`src/rtl/uart_cmd_decode.sv`:
```
// UART command byte parser feeding the SDRAM write FIFO and arbiter.
// Recognises write frames (CMD_WR + WR_BYTES payload) and single-byte reads.
module uart_cmd_decode #(
    parameter logic [7:0] CMD_WR      = 8'h55,
    parameter logic [7:0] CMD_RD      = 8'hAA,
    parameter int         WR_BYTES    = 4,
    parameter int         TIMEOUT_CYC = 5600
) (
    input  logic       sclk,
    input  logic       s_rst,
    input  logic [7:0] uart_data,
    input  logic       uart_flag,
    output logic       wfifo_wr_en,
    output logic [7:0] wfifo_data,
    output logic       wfifo_clr,
    output logic       wr_trig,
    output logic       rd_trig,
    output logic       cmd_err,
    output logic       busy
);

    localparam int TW = (TIMEOUT_CYC > 2) ? $clog2(TIMEOUT_CYC) : 1;

    localparam logic [0:0] IDLE  = 1'b0;
    localparam logic [0:0] WDATA = 1'b1;

    localparam logic [7:0]    LAST_IDX = 8'(WR_BYTES - 1);
    localparam logic [TW-1:0] TMO_LAST = TW'(TIMEOUT_CYC - 2);

    logic [0:0]    state_q, state_d;
    logic [7:0]    byte_cnt_q, byte_cnt_d;
    logic [TW-1:0] tmo_q, tmo_d;
    logic          pend_q, pend_d;
    logic          wr_en_q, wr_en_d;
    logic [7:0]    data_q, data_d;
    logic          clr_q, clr_d;
    logic          wr_trig_q, wr_trig_d;
    logic          rd_trig_q, rd_trig_d;
    logic          err_q, err_d;
    logic          busy_q, busy_d;

    // Next-state and registered-output logic for the frame parser.
    // The timeout counter tracks idle cycles since the last accepted byte;
    // a byte arriving on the expiry cycle takes priority over the abort.
    always_comb begin
        state_d    = state_q;
        byte_cnt_d = byte_cnt_q;
        tmo_d      = tmo_q;
        pend_d     = 1'b0;
        wr_en_d    = 1'b0;
        data_d     = data_q;
        clr_d      = 1'b0;
        wr_trig_d  = pend_q;
        rd_trig_d  = 1'b0;
        err_d      = 1'b0;
        unique case (state_q)
            IDLE: begin
                if (uart_flag) begin
                    if (uart_data == CMD_WR) begin
                        state_d    = WDATA;
                        byte_cnt_d = 8'd0;
                        tmo_d      = '0;
                    end else if (uart_data == CMD_RD) begin
                        rd_trig_d = 1'b1;
                    end else begin
                        err_d = 1'b1;
                    end
                end
            end
            WDATA: begin
                if (uart_flag) begin
                    wr_en_d = 1'b1;
                    data_d  = uart_data;
                    tmo_d   = '0;
                    if (byte_cnt_q == LAST_IDX) begin
                        state_d    = IDLE;
                        byte_cnt_d = 8'd0;
                        pend_d     = 1'b1;
                    end else begin
                        byte_cnt_d = byte_cnt_q + 8'd1;
                    end
                end else if (tmo_q == TMO_LAST) begin
                    state_d    = IDLE;
                    byte_cnt_d = 8'd0;
                    tmo_d      = '0;
                    err_d      = 1'b1;
                    clr_d      = 1'b1;
                end else begin
                    tmo_d = tmo_q + TW'(1);
                end
            end
            default: begin
                state_d = IDLE;
            end
        endcase
        busy_d = (state_d == WDATA);
    end

    // State and output registers with synchronous reset.
    always_ff @(posedge sclk) begin
        if (s_rst) begin
            state_q    <= IDLE;
            byte_cnt_q <= 8'd0;
            tmo_q      <= '0;
            pend_q     <= 1'b0;
            wr_en_q    <= 1'b0;
            data_q     <= 8'd0;
            clr_q      <= 1'b0;
            wr_trig_q  <= 1'b0;
            rd_trig_q  <= 1'b0;
            err_q      <= 1'b0;
            busy_q     <= 1'b0;
        end else begin
            state_q    <= state_d;
            byte_cnt_q <= byte_cnt_d;
            tmo_q      <= tmo_d;
            pend_q     <= pend_d;
            wr_en_q    <= wr_en_d;
            data_q     <= data_d;
            clr_q      <= clr_d;
            wr_trig_q  <= wr_trig_d;
            rd_trig_q  <= rd_trig_d;
            err_q      <= err_d;
            busy_q     <= busy_d;
        end
    end

    assign wfifo_wr_en = wr_en_q;
    assign wfifo_data  = data_q;
    assign wfifo_clr   = clr_q;
    assign wr_trig     = wr_trig_q;
    assign rd_trig     = rd_trig_q;
    assign cmd_err     = err_q;
    assign busy        = busy_q;

endmodule
```
`config.mk`:
```
export PLATFORM = sky130hd
export DESIGN_NAME = uart_cmd_decode
export DESIGN_NICKNAME = d
export VERILOG_FILES = /design/src/rtl/uart_cmd_decode.sv
export SDC_FILE = /design/constraint.sdc
export NUM_CORES = 1
export LEC_CHECK = 0
export BUFFER_PORTS_ARGS = -buffer_cell sky130_fd_sc_hd__buf_2
export CAP_MARGIN = 30
export CORE_MARGIN = 2
export CORE_UTILIZATION = 56
export CTS_CLUSTER_DIAMETER = 80
export DETAILED_ROUTE_END_ITERATION = 8
export GPL_ROUTABILITY_DRIVEN = 0
export MAX_ROUTING_LAYER = met4
export PLACE_DENSITY = 0.78
export SETUP_SLACK_MARGIN = 0.5
export SLEW_MARGIN = 30
export SYNTH_ARGS = -nofsm -noshare
export SYNTH_HDL_FRONTEND = slang
export SYNTH_SLANG_ARGS = --single-unit
```
`constraint.sdc`:
```
create_clock -name sclk -period 2.5 [get_ports sclk]
set_clock_uncertainty 0.2 [all_clocks]
set_input_delay 0.5 -clock sclk [delete_from_list [all_inputs] [get_ports sclk]]
set_output_delay 0.5 -clock sclk [all_outputs]
set_load 0.005 [all_outputs]
```
==> impl_metrics.yaml, run 1 <==
run_status:
  status: "finished, final reports clean"
detailed_routing:
  postRouteWirelength_um: 3940
  first_pass_iters: 4
  num_vias: 1601
  met2_length_um: 1990
  final_antenna_net_count: 0
  top_layer: "met4"
  wl_met1_um: 1710
  route.met3.wl_um: 167
  remaining_drc_errors: 0
  wl_per_cell_um: 14.5
  viasPerCell: 5.91
  drtIter0Drc: 90
global_routing:
  grt_pass1_vias: 1388
  antenna_found_initial: 0
  gr-usage-all-layers_pct: 23.1
  grt_overflow_total: 0
  grt_pass1_wl_um: 6120
  grt_max_degree: 29
yosys:
  yosysMostFrequentCell: "dfxtp_1"
  synth-seq-area-share_pct: 40.5
  netlist_area_um2: 1780
  yosys_most_used_dff: "dfxtp_1"
  synth_nets: 214
  synth_cell_types: 44
  synth-async-reset-ratio_pct: 0
  yosysTopAreaCell: "dfxtp_1"
  ys_warn_count: 0
  ys_top_cells_by_count: "36 x dfxtp_1, 27 x nand2_1, 20 x a21oi_1, 18 x nor2_1, 10 x nand3_1"
  synth.avg_cell_area_um2: 8.89
  syn_inst: 200
  yosysTopAreaCellShare_pct: 40.5
  synth_area_leaders: "dfxtp_1 41%, nand2_1 5.7%, a21oi_1 5.6%"
  ys_ff_latch: 36
  synth_edf_count: 0
place:
  dpl.hpwl_um: 2460
  port_buffers: 24
  dp_cells: 256
pwr:
  p_seq_share_pct: 63.0
  powerDensity_nw_per_um2: 440
  pwr-share-clk_pct: 33.4
  ir_drop_mv: 0.330
  p_switching_mw: 0.216
  swShare_pct: 23.8
  power_mw: 0.909
  leakage_nw: 0.761
  comb_power_share_pct: 3.6
  p_int_mw: 0.693
critical_path:
  critPathRequiredTime_ns: 2.54
  r2r_end: "byte_cnt_q[2]"
  worst_setup_path_end_kind: "flip-flop"
  timing.rr.start: "byte_cnt_q[0]"
  r2r_cells: 6
  worst_ep_arrival_time_ns: 2.07
  regToRegSetupSlack_ns: 0.47
  worstPathMaxFanout: 8
  critPathLaunchType: "flip-flop"
  crit_type: "flip-flop to flip-flop"
flow_run:
  drv_cap: 0
cells_and_area:
  fillers: 246
  fin_cells: 271
  finalNetCount: 240
  diodes: 0
  layout-drive-gt1-share_pct: 34.4
  syn2layout_area_growth_pct: 16.3
timing:
  fmax_mhz: 493
  rsz0062_at_grt: "true"
  period_share_pct: 81.2
  holdWs_ns: 0.201
  hold_violations: 0
  max_slew.worst_pin.slew_ns: 0.529
  setup_viol: 0
  setup_tns_ns: 0
  report.final.slew_viol_count: 0
  relSlewSlack_pct: 64.8
  layout_min_cycle_time_ns: 2.03
clock_network:
  cts_tree: "built"
  clk_latency_ns: 0.34
  cts_htree_levels: 2
  cts_buffers: 5
  root_buffer: "clkbuf_4"
  clk_pin_slew_ns: 0.11
  hold_buffers: 0
  clockBufferDepth: 2
  numClockSinks: 36
worst_hold_path:
  min_to: "wfifo_data[7]"
  min_path_type: "input port to flip-flop"
  hp-start: "uart_data[7]"
  hold_depth: 3
die:
  ios: 25
  start_util_pct: 58.7
  dieArea_um2: 3640
  coreArea_um2: 3030
  row_count: 20
  die_h_um: 60.3
  dieWidth_um: 60.3
## kinds of logic (layout without fill, tap and decap cells)
kind of cell	count (synthesis)	in the layout	share of synthesized area (%)
adder cells (fa/ha/maj)	3	3	2.11
flip-flops	36	36	40.5
buffers and inverters	16	43	6.97
AO/OA/AOI/OAI	49	49	19.1
AND/OR/NAND/NOR	89	89	27.8
XOR/XNOR	7	7	3.45
## cell type report
| type | instances | area, µm² | share of cell area [%] |
|---|---|---|---|
| Sequential cell | 36 | 734 | 35.5 |
| Clock inverter | 3 | 18.8 | 0.907 |
| Timing Repair Buffer | 33 | 191 | 9.26 |
| Clock buffer | 5 | 37.5 | 1.81 |
| Inverter | 2 | 7.51 | 0.363 |
| Tap cell | 44 | 55.1 | 2.66 |
| Multi-Input combinational cell | 148 | 1020 | 49.5 |
## power by group through the flow
stage	combinational (mW)	clock [mW]	sequential (mW)
2_1_floorplan	0.0207	0	0.588
4_1_cts	0.0315	0.311	0.575
6_report	0.0331	0.304	0.573
3_5_place_dp	0.0314	0	0.588
3_3_place_gp	0.0302	0	0.588
5_1_grt	0.0365	0.335	0.573
## cells in the final DEF (no fill, tap or decap), drive strengths merged, types with 5 or more instances in the layout
cell and n:
buf 33, nor2 18, dfxtp 36, a311oi 6, o211ai 6, nand2 27
clkbuf 5, xor2 7, a21oi 21, nor3 6, and3 7, nand3 10
## how the worst max path moves through the flow
| stage | start | to |
|---|---|---|
| final | byte_cnt_q[0] | byte_cnt_q[2] |
| after global routing | tmo_q[5] | tmo_q[11] |
| after CTS | tmo_q[6] | tmo_q[12] |
| after detailed placement | uart_flag | tmo_q[8] |
| after global placement | uart_flag | tmo_q[8] |
| after floorplan | tmo_q[0] | tmo_q[8] |
## flip-flops by register name (all words and copies together), names as in the netlist
signal       flops
busy             1
byte_cnt_q       8
cmd_err          1
pend_q           1
rd_trig          1
tmo_q           13
wfifo_clr        1
wfifo_data       8
wfifo_wr_en      1
wr_trig          1
## repair_timing
action,4_1_cts,5_1_grt
endpoints found under the setup margin,20,20
pin swaps,3,9
setup buffers,2,5
gates resized for setup,12,17
## stage by stage
step / area [µm²] / setup WS, ns / utilization [%]
after global placement: 1860 / 0.350 / 61.4
final: 2070 / 0.471 / 68.3
after CTS: 1970 / 0.507 / 65.0
after floorplan: 1790 / 0.521 / -
after detailed placement: 1860 / 0.325 / 61.4
after global routing: 2070 / 0.392 / 68.3
## critical path: stages (launching register included)
cell,delay (ns)
dfxtp_4,0.39
ha_4,0.14
or4b_4,0.46
nor4_4,0.34
nand3_2,0.13
nand4b_4,0.19
nor2_1,0.08
## layer usage
layer | global-route usage (%) | up-vias
li1 | - | 784
met1 | 26.9 | 771
met2 | 37.6 | 36
met3 | 6.82 | 10
met4 | 8.57 | 0
met5 | - | -
Power figures use the tool's default switching activity.
==> run 2: changes to the inputs <==
Settings changed: ABC_AREA from default to 1.
Clock period 2.5 ns to 2.15 ns, I/O delays scaled along.
==> run 2 against run 1 <==
  * Sequential power rose by 16%
  * Die area grew 0.46%
  * Wire length about the same
  * Clock power grew 25%
  * Total power increased by 19%
  * Cell count grew 23%
  * Critical path depth increased by 3
  * Via count up 9.3%
  * Final area grew 2.4%
  * Worst hold slack got worse by 0.043 ns
  * Sequential share of layout area down 0.70 points
  * Flip-flop and latch count stayed put
  * Largest power group unchanged
==> impl_metrics.yaml, run 2 <==
detailed_routing:
  wl_per_cell_um: 11.8
  remaining_drc_errors: 0
  viasPerCell: 5.24
  drtIter0Drc: 153
  first_pass_iters: 4
  num_vias: 1750
  postRouteWirelength_um: 3940
  final_antenna_net_count: 0
cells_and_area:
  largest_register: "tmo_q"
  fin_cells: 334
  mostFrequentLayoutCells: "57 x nand2_1, 27 x inv_1, 27 x dfxtp_1, 25 x a21oi_1, 24 x buf_2"
  layout-drive-gt1-share_pct: 26.2
  syn2layout_area_growth_pct: 18.5
  mostFrequentLayoutCell: "nand2_1"
  diodes: 0
  largest_register_ffs: 13
  finalNetCount: 303
die:
  ios: 25
  row_count: 20
  start_util_pct: 58.5
  die_h_um: 60.5
  coreArea_um2: 3050
  dieWidth_um: 60.5
  dieArea_um2: 3660
global_routing:
  grt_pass1_vias: 1452
  gr-usage-all-layers_pct: 24.1
  grt_pass1_wl_um: 6430
  grt_max_degree: 16
  antenna_found_initial: 0
  grt_overflow_total: 0
yosys:
  synth_nets: 278
  synth-seq-area-share_pct: 40.3
  ys_warn_count: 0
  yosysTopAreaCellShare_pct: 40.3
  synth_area_leaders: "dfxtp_1 40%, nand2_1 14%, a21oi_1 7.0%"
  synth-async-reset-ratio_pct: 0
  syn_inst: 264
  yosys_most_used_dff: "dfxtp_1"
  yosysTopAreaCell: "dfxtp_1"
  ys_ff_latch: 36
  netlist_area_um2: 1790
  yosysMostFrequentCell: "nand2_1"
  synth_cell_types: 24
  synth.avg_cell_area_um2: 6.77
  ys_top_cells_by_count: "66 x nand2_1, 36 x dfxtp_1, 29 x inv_1, 26 x nor2_1, 25 x a21oi_1"
  synth_edf_count: 0
clock_network:
  clk_pin_slew_ns: 0.11
  clk_latency_ns: 0.34
  cts_htree_levels: 2
  root_buffer: "clkbuf_4"
  cts_tree: "built"
  clockBufferDepth: 2
  cts_buffers: 5
  numClockSinks: 36
  hold_buffers: 0
critical_path:
  worst_ep_arrival_time_ns: 1.63
  critPathLaunchType: "flip-flop"
  r2r_cells: 9
  critPathRequiredTime_ns: 2.19
  worstPathMaxFanout: 8
  worst_setup_path_end_kind: "flip-flop"
  crit_type: "flip-flop to flip-flop"
timing:
  layout_min_cycle_time_ns: 1.59
  rsz0062_at_grt: "false"
  fmax_mhz: 628
  setup_viol: 0
  setup_tns_ns: 0
  period_share_pct: 74.1
  report.final.slew_viol_count: 0
  hold_violations: 0
  relSlewSlack_pct: 78.4
  max_slew.worst_pin.slew_ns: 0.324
worst_hold_path:
  min_path_type: "input port to flip-flop"
  hold_depth: 3
pwr:
  ir_drop_mv: 0.435
  leakage_nw: 0.817
  powerDensity_nw_per_um2: 513
  power_mw: 1.09
place:
  dp_cells: 325
  dpl.hpwl_um: 2740
  port_buffers: 24
run_status:
  status: "finished, final reports clean"
flow_run:
  drv_cap: 0
## run 2: cell families (layout without fill, tap and decap cells)
group / after synthesis / after routing / share of synthesized area (%)
AOI/OAI and AO/OA: 44 / 44 / 12.7
xor gates and xnor gates: 1 / 1 / 0.490
DFF: 36 / 36 / 40.3
adders and majority gates: 3 / 3 / 2.10
and+or+nand+nor: 140 / 140 / 35.3
buffers and inverters: 40 / 66 / 9.03
## run 2: cell type report
class                   instances  area (µm²)
multi-input cells             188         998
fillers                       286         936
flip-flops and latches         36         737
repair buffers                 26         135
inverters                      32         130
well taps                      44        55.1
clock buffers                   6        51.3
clock inverters                 2        10.0
## run 2: timing repair
item | 4_1_cts | 5_1_grt
gates resized for setup | 3 | 38
buffers inserted | 0 | 1
setup endpoints to repair | 18 | 20
pin swaps | 0 | 4
endpoints found under the hold margin | 0 | 0
## run 2: routing by layer
layer,up-vias,global-route usage (%),routed length (µm)
met5,-,-,0
li1,910,-,-
met4,0,9.63,84
met3,10,4.69,212
met2,52,35.2,1730
met1,778,32.9,1910
## run 2: final timing paths
| kind | endpoint | startpoint | slack [ns] |
|---|---|---|---|
| worst max-delay path | byte_cnt_q[0] | tmo_q[0] | 0.56 |
| worst max register to register | byte_cnt_q[0] | tmo_q[0] | 0.56 |
| worst min register to register | wr_trig | pend_q | 0.23 |
| worst min-delay path | wfifo_data[3] | uart_data[3] | 0.16 |
## run 2: worst max-delay path, stage by stage (launching register included)
cell	delay (ns)
dfxtp_4	0.39
inv_4	0.07
ha_4	0.12
nand2_2	0.06
nor2_4	0.12
nand3_4	0.09
nand2_4	0.13
nand3_4	0.15
nand2_1	0.10
a21oi_1	0.06
## run 2: metrics by stage
step / area, µm² / utilization [%] / setup WS, ns / hold WS [ns]
after floorplan: 1790 / - / 0.639 / 0.188
after global placement: 1930 / 63.2 / 0.374 / 0.203
after detailed placement: 1930 / 63.2 / 0.378 / 0.207
after CTS: 1990 / 65.3 / 0.484 / 0.154
after global routing: 2120 / 69.3 / 0.467 / 0.169
final: 2120 / 69.3 / 0.557 / 0.157
## run 2: report_power, final
group / internal (mW) / switching, mW / leakage, nW
Clock: 0.156 / 0.225 / 0.0380
Combinational: 0.0133 / 0.0262 / 0.484
Sequential: 0.665 / 0.000385 / 0.295
Total: 0.834 / 0.251 / 0.817
==> run 3: changes to the inputs <==
Settings changed: CORE_UTILIZATION 56 to 51, PLACE_DENSITY 0.78 to 0.75.
Clock period 2.15 ns to 1.35 ns, I/O delays scaled along.
==> run 3 against run 2 <==
  * The run now ends with negative setup slack left
  * Combinational power grew to 3.2 times the previous value
  * Sequential power up 59%
  * Global-route usage increased by 7.1 points
  * Cell count is 20% higher
  * Wire length grew 110%
  * Critical path depth unchanged
  * Die area is 9.1% higher
  * Core utilization is 20 points higher
==> impl_metrics.yaml, run 3 (synthesized netlist as in run 2, its figures left out) <==
run_status:
  status: "complete, but fails checks"
  violations: "negative setup slack"
pwr:
  p_seq_share_pct: 56.2
  pwr-share-clk_pct: 37.0
  comb_power_share_pct: 6.8
  power_mw: 1.88
  p_switching_mw: 0.467
  swShare_pct: 24.9
  leakage_nw: 1.25
  p_int_mw: 1.41
  powerDensity_nw_per_um2: 625
  ir_drop_mv: 0.490
timing:
  setup_viol: 25
  max_slew.worst_pin.slew_ns: 0.263
  rsz0062_at_grt: "true"
  fmax_mhz: 571
  fin_ws_ns: -0.400
  relSlewSlack_pct: 82.3
  period_share_pct: 130
  report.final.slew_viol_count: 0
  holdWs_ns: 0.0302
  setup_tns_ns: -6.56
  hold_violations: 0
  layout_min_cycle_time_ns: 1.75
critical_path:
  timing.rr.start: "tmo_q[3]"
  regToRegSetupSlack_ns: -0.40
  critPathRequiredTime_ns: 1.41
  r2r_end: "tmo_q[9]"
  path_buf_inv: 2
  worstSetupPathDepth: 9
  worst_setup_path_end_kind: "flip-flop"
  max_stage_delay_ns: 0.46
  cp_top_family: "simple AND/OR/NAND/NOR gates"
  critPathMostFrequentCell: "nand2_1"
  critPathLaunchType: "flip-flop"
  crit_chain: "nand2_1, nor2_1, nand3_2, nand2_4, inv_6, nand2_2, nand3_1, nand2_1, inv_1"
  startpoint: "tmo_q[3]"
  worstSetupEndpoint: "tmo_q[9]"
  r2r_cells: 9
  worst_ep_arrival_time_ns: 1.81
  crit_type: "flip-flop to flip-flop"
  slowest_stage: "dfxtp_1"
  worstPathMaxFanout: 11
global_routing:
  gr-usage-all-layers_pct: 31.2
  grt_pass1_wl_um: 9400
  grt_max_degree: 15
  grt_overflow_total: 0
  grt_pass1_vias: 2003
  antenna_found_initial: 0
die:
  dieArea_um2: 3990
  coreArea_um2: 3360
  die_h_um: 63.2
  row_count: 21
  start_util_pct: 53.1
  dieWidth_um: 63.2
  ios: 25
detailed_routing:
  wl_per_cell_um: 20.2
  postRouteWirelength_um: 8100
  viasPerCell: 6.11
  final_antenna_net_count: 0
  remaining_drc_errors: 0
  first_pass_iters: 4
  num_vias: 2452
  drtIter0Drc: 360
clock_network:
  numClockSinks: 36
  clk_latency_ns: 0.37
  cts_buffers: 5
  cts_tree: "built"
  hold_buffers: 0
  clockBufferDepth: 2
  root_buffer: "clkbuf_4"
  cts_htree_levels: 2
  clk_pin_slew_ns: 0.13
cells_and_area:
  stdcell_area_um2: 3010
  largest_register: "tmo_q"
  mostFrequentLayoutCell: "nand2_1"
  largest_register_ffs: 13
  finalNetCount: 368
  diodes: 0
  layout-drive-gt1-share_pct: 53.2
  mostFrequentLayoutCells: "58 x nand2_1, 51 x buf_4, 21 x inv_1, 18 x nor2_1, 18 x buf_6"
  syn2layout_area_growth_pct: 68.2
place:
  port_buffers: 24
  dpl.hpwl_um: 3370
  pre_cts_ws_ns: -0.249
  placed_cell_area_um2: 2370
worst_hold_path:
  min_path_type: "input port to flip-flop"
  hold_depth: 4
flow_run:
  drv_cap: 0
==> run 3: routing by layer <==
| metal | vias to the layer above | part of all wire, % | wire length [µm] | track usage (%) |
|---|---|---|---|---|
| met5 | - | 0 | 0 | - |
| li1 | 1041 | - | - | - |
| met4 | 0 | 7.4 | 599 | 11.1 |
| met2 | 200 | 48 | 3910 | 52.7 |
| met1 | 1132 | 36 | 2930 | 36.9 |
| met3 | 79 | 8.3 | 670 | 6.61 |
==> run 3: final cells by class <==
type	instances	area, µm²
fill	151	358
timing repair inverter	1	11.3
clock buffer	8	68.8
sequential	36	754
multi-input combinational	189	1250
inverter	32	148
timing repair buffer	89	718
tap	46	57.6
==> run 3: per-stage QoR <==
stage | utilization, % | std cells
floorplan | - | 264
global placement | 70.4 | 370
detailed placement | 70.4 | 370
CTS | 80.0 | 389
global route | 89.4 | 401
finish | 89.4 | 401
==> run 3: worst min-delay path by stage <==
stage	end	start	slack, ns
2_1_floorplan	wr_trig	pend_q	0.19
3_3_place_gp	wr_trig	pend_q	0.20
3_5_place_dp	wr_trig	pend_q	0.21
5_1_grt	wfifo_data[7]	uart_data[7]	0.05
6_report	wfifo_data[7]	uart_data[7]	0.03
4_1_cts	wfifo_data[7]	uart_data[7]	0.03
==> run 3: timing repair <==
item	4_1_cts	5_1_grt
gates resized for setup	50	52
setup buffers	9	12
gates cloned	2	0
pin swaps	14	20
setup endpoints to repair	49	49
==> run 3: power by group through the flow <==
stage          clock, mW  combinational, mW  sequential (mW)
2_1_floorplan          0             0.0602             1.08
3_3_place_gp           0             0.0998             1.08
3_5_place_dp           0              0.101             1.08
4_1_cts            0.687              0.109             1.06
5_1_grt            0.725              0.134             1.06
6_report           0.695              0.128             1.06
==> run 3: worst min-delay path, cell delays in order <==
cell     delay [ns]
buf_2          0.10
inv_2          0.04
buf_4          0.11
a21oi_2        0.05
